### src/rtl/fifo_wr_arbiter_if.sv
// Write-side handshake bundle: requester valid/ready/data, FIFO write port and flags, arbiter status.
// The master modport is the arbiter; the slave modport is the requester/FIFO side.
interface fifo_wr_arbiter_if #(
  parameter int NREQ = 4,
  parameter int DW   = 8
);
  localparam int GW = $clog2(NREQ);

  logic [NREQ-1:0]    req_valid;
  logic [NREQ*DW-1:0] req_data;
  logic [NREQ-1:0]    req_ready;
  logic               wfull;
  logic               walmost_full;
  logic               winc;
  logic [DW-1:0]      wdata;
  logic [GW-1:0]      grant_id;
  logic               busy;

  modport master (
    input  req_valid, req_data, wfull, walmost_full,
    output req_ready, winc, wdata, grant_id, busy
  );

  modport slave (
    output req_valid, req_data, wfull, walmost_full,
    input  req_ready, winc, wdata, grant_id, busy
  );
endinterface

### src/rtl/fifo_wr_arbiter.sv
// Round-robin burst arbiter sharing one FIFO write port; first winc one cycle after a grant.
// Backpressure: wfull gates winc/req_ready combinationally; walmost_full limits a grant to one word.
module fifo_wr_arbiter #(
  parameter int NREQ      = 4,
  parameter int DW        = 8,
  parameter int MAX_BURST = 4
) (
  input  logic              clk,
  input  logic              wrst_n,
  fifo_wr_arbiter_if.master bus
);
  localparam int GW = $clog2(NREQ);
  localparam int CW = $clog2(MAX_BURST + 1);

  typedef enum logic {S_IDLE, S_BURST} state_t;

  state_t          r_state;
  logic [GW-1:0]   r_grant_id;
  logic [GW-1:0]   r_rr_ptr;
  logic [CW-1:0]   r_burst_cnt;
  logic            r_busy;

  logic            w_any;
  logic [GW-1:0]   w_pick;
  logic [GW-1:0]   w_idx;
  logic            w_gvalid;
  logic [DW-1:0]   w_gdata;
  logic            w_xfer;
  logic            w_last;

  // Descending scan so the nearest requester after rr_ptr is the final assignment.
  always_comb begin
    w_any  = 1'b0;
    w_pick = '0;
    w_idx  = '0;
    for (int k = NREQ; k >= 1; k--) begin
      w_idx = GW'((int'(r_rr_ptr) + k) % NREQ);
      if (bus.req_valid[w_idx]) begin
        w_any  = 1'b1;
        w_pick = w_idx;
      end
    end
  end

  always_comb begin
    w_gvalid = 1'b0;
    w_gdata  = '0;
    for (int j = 0; j < NREQ; j++) begin
      if (r_grant_id == GW'(j)) begin
        w_gvalid = bus.req_valid[j];
        w_gdata  = bus.req_data[j*DW +: DW];
      end
    end
  end

  // wfull is used raw so a late-asserting full blocks the write in the same cycle.
  assign w_xfer = (r_state == S_BURST) && w_gvalid && !bus.wfull;
  assign w_last = !w_gvalid ||
                  (w_xfer && ((r_burst_cnt == CW'(MAX_BURST - 1)) || bus.walmost_full));

  assign bus.req_ready = ((r_state == S_BURST) && !bus.wfull) ? (NREQ'(1) << r_grant_id) : '0;
  assign bus.winc      = w_xfer;
  assign bus.wdata     = w_gdata;
  assign bus.grant_id  = r_grant_id;
  assign bus.busy      = r_busy;

  always_ff @(posedge clk or negedge wrst_n) begin
    if (!wrst_n) begin
      r_state     <= S_IDLE;
      r_grant_id  <= '0;
      r_rr_ptr    <= GW'(NREQ - 1);
      r_burst_cnt <= '0;
      r_busy      <= 1'b0;
    end else begin
      case (r_state)
        S_IDLE: begin
          if (w_any && !bus.wfull) begin
            r_grant_id  <= w_pick;
            r_rr_ptr    <= w_pick;
            r_burst_cnt <= '0;
            r_state     <= S_BURST;
            r_busy      <= 1'b1;
          end
        end
        S_BURST: begin
          if (w_xfer) begin
            r_burst_cnt <= r_burst_cnt + 1'b1;
          end
          if (w_last) begin
            r_state <= S_IDLE;
            r_busy  <= 1'b0;
          end
        end
        default: begin
          r_state <= S_IDLE;
          r_busy  <= 1'b0;
        end
      endcase
    end
  end
endmodule

### src/flat_wrapper.sv
// flat-port wrapper written by rule: the top's interface ports become plain ports
module fifo_wr_arbiter_flat 
#(
  parameter int NREQ      = 4,
  parameter int DW        = 8,
  parameter int MAX_BURST = 4
)
  (clk, wrst_n, bus_req_valid, bus_req_data, bus_wfull, bus_walmost_full, bus_req_ready, bus_winc, bus_wdata, bus_grant_id, bus_busy);
  fifo_wr_arbiter_if #(.NREQ(NREQ), .DW(DW)) bus_i ();
  input  logic clk;
  input  logic wrst_n;
  input wire logic [$bits(bus_i.req_valid)-1:0] bus_req_valid;
  input wire logic [$bits(bus_i.req_data)-1:0] bus_req_data;
  input wire logic [$bits(bus_i.wfull)-1:0] bus_wfull;
  input wire logic [$bits(bus_i.walmost_full)-1:0] bus_walmost_full;
  output wire logic [$bits(bus_i.req_ready)-1:0] bus_req_ready;
  output wire logic [$bits(bus_i.winc)-1:0] bus_winc;
  output wire logic [$bits(bus_i.wdata)-1:0] bus_wdata;
  output wire logic [$bits(bus_i.grant_id)-1:0] bus_grant_id;
  output wire logic [$bits(bus_i.busy)-1:0] bus_busy;
  assign bus_i.req_valid = bus_req_valid;
  assign bus_i.req_data = bus_req_data;
  assign bus_i.wfull = bus_wfull;
  assign bus_i.walmost_full = bus_walmost_full;
  assign bus_req_ready = bus_i.req_ready;
  assign bus_winc = bus_i.winc;
  assign bus_wdata = bus_i.wdata;
  assign bus_grant_id = bus_i.grant_id;
  assign bus_busy = bus_i.busy;
  fifo_wr_arbiter #(.NREQ(NREQ), .DW(DW), .MAX_BURST(MAX_BURST)) u_core (.clk(clk), .wrst_n(wrst_n), .bus(bus_i));
endmodule
### config.mk
export PLATFORM = sky130hd
export DESIGN_NAME = fifo_wr_arbiter_flat
export DESIGN_NICKNAME = d
export VERILOG_FILES = /design/src/rtl/fifo_wr_arbiter_if.sv /design/src/rtl/fifo_wr_arbiter.sv /design/src/flat_wrapper.sv
export SDC_FILE = /design/constraint.sdc
export NUM_CORES = 1
export LEC_CHECK = 0
export CAP_MARGIN = 5
export CORE_MARGIN = 1.5
export CORE_UTILIZATION = 31
export DETAILED_ROUTE_END_ITERATION = 10
export PLACE_DENSITY = 0.8
export SETUP_SLACK_MARGIN = 0.02
export SLEW_MARGIN = 10
export SYNTH_ARGS = -nofsm -noshare
export SYNTH_HDL_FRONTEND = slang
export SYNTH_SLANG_ARGS = --single-unit
### constraint.sdc
create_clock -name clk -period 1.9 [get_ports clk]
set_clock_uncertainty 0.15 [all_clocks]
set_input_delay 0.57 -clock clk [delete_from_list [all_inputs] [get_ports clk]]
set_output_delay 0.57 -clock clk [all_outputs]
set_load 0.005 [all_outputs]
# Yosys cells after proc, flatten, opt, wreduce, memory -nomap -nowiden
# Index checks and enable logic that the tools add are counted.
# Widths: inputs -> output; s select.
dict set report word_totals {
  regBits 9
  latchBits 0
  mem_bits_rw 0
  n_memories 0
  out_inout_bits 16
  input_bits 40
  rom_bits 0
}
dict set report op_classes {
  mul 0
  n_eq_ne 7
  shifts 1
  div_mod_pow 0
  reduce_logical 13
  bitwise_logic 1
  magnitude_cmp 4
  add_sub_neg 5
  n_mux 34
}
# operator count
set op_table {}
lappend op_table {{$mux 8} 4}
lappend op_table {{$mux 1} 16}
lappend op_table {{$lt 2x3->1 const B} 4}
lappend op_table {{$bmux 1 s2} 4}
lappend op_table {{$mux 2} 4}
lappend op_table {{$mux 3} 2}
lappend op_table {{$pmux 3 s2} 1}
lappend op_table {{$reduce_and 2->1} 3}
lappend op_table {{$logic_and 1x1->1} 5}
lappend op_table {{$add 2x1->2 const B} 2}
lappend op_table {{$add 2x2->2 const B} 2}
lappend op_table {{$eq 2x2->1 const B} 2}
lappend op_table {{$mux 4} 1}
lappend op_table {{$ne 2x2->1 const B} 2}
lappend op_table {{$pmux 1 s2} 2}
lappend op_table {{$shl 1x2->4 const A} 1}
lappend op_table {{$add 3x1->3 const B} 1}
lappend op_table {{$eq 3x2->1 const B} 1}
lappend op_table {{$eq 2x1->1 const B} 1}
lappend op_table {{$logic_not 1->1} 2}
lappend op_table {{$logic_not 2->1} 1}
lappend op_table {{$logic_or 1x1->1} 2}
lappend op_table {{$ne 2x1->1 const B} 1}
lappend op_table {{$not 1->1} 1}

# Longest topological paths before layout
dict set report logic_depth {
  word_depth 11
  ltp_mapped 5
  depth_no_buf 5
}

# Worst setup path after synthesis
# No wires, ideal clock.
dict set report synth_timing {
  path_kind {input to output}
  start {input bus_req_valid[3]}
  end {output bus_winc}
  path_stages 2
  required_ps 1180
  path_buffers 0
  setup_slack_ps -122
  t_arrival_ps 1302
  path_cell_list {mux4_2 -> and3_1}
}
dict set report synth_between {
  elab_chain_len 3
}
# element line
set synth_rtl {}
lappend synth_rtl {{from (decl)} flat_wrapper.sv:12} ;# input wire logic [$bits(bus_i.req_valid)-1:0] bus_req_valid;
lappend synth_rtl {{$mux 1} fifo_wr_arbiter.sv:49} ;# if (r_grant_id == GW'(j)) begin
lappend synth_rtl {{$logic_and 1x1->1 (2 in series)} fifo_wr_arbiter.sv:57} ;# assign w_xfer = (r_state == S_BURST) && w_gvalid && !bus.wfull;
lappend synth_rtl {{to (decl)} flat_wrapper.sv:17} ;# output wire logic [$bits(bus_i.winc)-1:0] bus_winc;
# Every way passes these cells.

# Worst setup path in the final report
dict set report layout_timing {
  start {input bus_req_valid[1]}
  end {output bus_winc}
}
dict set report layout_between {
  elab_chain_len 5
}
# element line
set layout_rtl {}
lappend layout_rtl {{$mux 1 (3 in series)} fifo_wr_arbiter.sv:49}
lappend layout_rtl {{$logic_and 1x1->1 (2 in series)} fifo_wr_arbiter.sv:57}
# Every way passes these cells.

==> results.toml <==
[floorplan]
boundaryPins = 56
chipWidth_um = 53.0
start_util = 0.338
coreArea_um2 = 2300
fp-row-count = 17
fp.dieArea_um2 = 2810
die_h_um = 53.0

[sta]
fin_setup_tns_ns = -3.37
fmaxAchievable_ghz = 0.449
post-route-period-util = 1.17
rsz0062_at_grt = "yes"
relSlewSlack = 0.724
slew_viol_final = 0
tightest_slew_ns = 0.413
period_needed_ns = 2.23
finalSetupViolCount = 16
hold_viol_final = 0
hold-worst-slack_ns = 0.385
finalWorstSetupSlack_ns = -0.329

[clock_network]
root_buffer = "clkbuf_4"
cts_hold_buf = 0
cts_sinks = 9
cts_max_path_buffers = 2
htreeDepth = 1
clk_pin_slew_worst_paths_ns = 0.06
numCtsBuffers = 3
cts_tree = "yes"
clk_latency_ns = 0.26

[drt]
avgRoutedWirePerCell_um = 16.0
drc = 0
routed_wl_um = 2780
drtAntennaViolNets = 0
first_iter_violations = 16
route.vias.total = 917
drt-pass1-iter-count = 4
vias_per_cell = 5.27

[logic_synthesis]
yosys_warnings = 0
netlist_instances = 72
synth_area_leaders = "dfrtp_1 (23%), mux4_2 (20%), dfstp_2 (6.8%)"
syn_area_um2 = 776
ys_ff_latch = 9
synth_nets = 114
synthFlopType = "dfrtp_1"
async_flop_share = 1.00
synth_edf_count = 0
seq_area_frac_synth = 0.294
synth_top_area_frac = 0.226
synthDistinctLibCells = 34
synth_top_area_cell = "dfrtp_1"
avgSynthCellArea_um2 = 10.8

[global_routing]
antenna_found_initial = 0
grt_pass1_vias = 920
grt_pass1_wl_um = 3910
grt_usage = 0.189
grt_max_degree = 12
overflow = 0

[worst_hold_path]
hold_path_class = "register to register"

[layout]
layout-drive-gt1-share = 0.411
final_cell_mix = "dlygate4sd2_1 (35), buf_2 (15), buf_4 (15)"
final_common_cell = "dlygate4sd2_1"
nets = 189
n_antenna_cell = 0
area_growth_pct = 86.9
post-route-util = 0.631

[placement]
portBuffers = 55
globalplace.congestion = 0.789
dpl.hpwl_um = 2130

[pwr]
total_power_w = 0.00163
peakVddDrop_mv = 0.696
power.density_nw_per_um2 = 1120
power_leakage_nw = 0.736

[critical_path]
endpoint_kind = "output port"
crit_chain = "clkdlybuf4s15_2 -> mux4_2 -> and3_4 -> buf_6"
cpPeakStageDelay_ns = 0.48
start_kind = "primary input"
path_class = "primary input to output port"
crit_path_max_fanout = 2
cp_slowest_cell = "mux4_2"
critPathArrivalTime_ns = 1.51
required_ns = 1.18

[run]
drv_cap = 0

[outcome]
outcome = "finished with violations"
violations = "setup timing"
worst max-delay path: cells and delay by family:
family	cells	cell delay (ns)
buf+inv	2	0.29
mux	1	0.48
simple gates	1	0.17
state kept, by name (all words and copies together) (netlist names):
| name | cells |
|---|---|
| u_core.r_burst_cnt | 3 |
| u_core.bus.grant_id | 2 |
| u_core.r_rr_ptr | 2 |
| u_core.bus.busy | 1 |
| u_core.r_state | 1 |
report_power, final:
group | total (W) | leakage (nW) | switching [W] | internal, W
Sequential | 0.000394 | 0.108 | 0.000103 | 0.000291
Combinational | 0.00108 | 0.613 | 0.000435 | 0.000649
Clock | 0.000151 | 0.0150 | 0.0000701 | 0.0000810
path summary, 6_finish.rpt:
path	start	end	slack, ns	depth (start not counted)
setup reg to reg	u_core.bus.grant_id[0]	u_core.r_burst_cnt[2]	-0.11	5
max in group asynchronous	wrst_n	u_core.r_rr_ptr[0]	0.82	1
setup / recovery	bus_req_valid[1]	bus_winc	-0.33	4
hold / removal	u_core.r_burst_cnt[1]	u_core.r_burst_cnt[1]	0.39	1
hold reg to reg	u_core.r_burst_cnt[1]	u_core.r_burst_cnt[1]	0.39	1
min in group asynchronous	wrst_n	u_core.r_burst_cnt[0]	0.46	1
metrics by stage:
stage	cells	setup slack (ns)	instance area, um^2
after floorplan	72	-0.106	787
after global placement	165	-0.935	1470
after detailed placement	165	-0.950	1470
after CTS	173	-0.333	1440
after global routing	174	-0.368	1450
final	174	-0.329	1450
area by class of cell:
type                            count  area [um^2]
Clock buffer                        4         26.3
Fill cell                         200          847
Inverter                            5         18.8
Multi-Input combinational cell     54          539
Sequential cell                     9          228
Tap cell                           28         35.0
Timing Repair Buffer               74          603
Yosys cell counts (all sizes together) (2+ instances only):
cell type	instances
nand2	4
nor2	5
mux4	9
o21ai	2
ha	2
nor3	4
a21oi	4
clkbuf	2
inv	5
mux2i	3
buf	2
dfrtp	7
a22o	2
mux2	2
a31oi	2
dfstp	2
routing by layer:
metal  GRT usage  vias up  part of all wire
li1            -      428                 -
met1       0.176      435              0.32
met2       0.379       52              0.53
met3      0.0650        2              0.15
met4      0.0513        0            0.0029
met5           0        -                 0
cells by family after synthesis:
logic type               Yosys count  synth area share
AO/OA/AOI/OAI                     16             0.142
multiplexers                      14             0.339
flip-flops                         9             0.294
AND/OR/NAND/NOR                   22             0.148
buffers and inverters              9            0.0452
adder cells (fa/ha/maj)            2            0.0323
timing repair:
action / CTS / global route
endpoints found under the setup margin: 24 / 20
buffers inserted: 3 / 1
resized for setup: 115 / 2
gates cloned: 1 / 0
pin swaps: 1 / 2
Power figures use the tool's default switching activity.
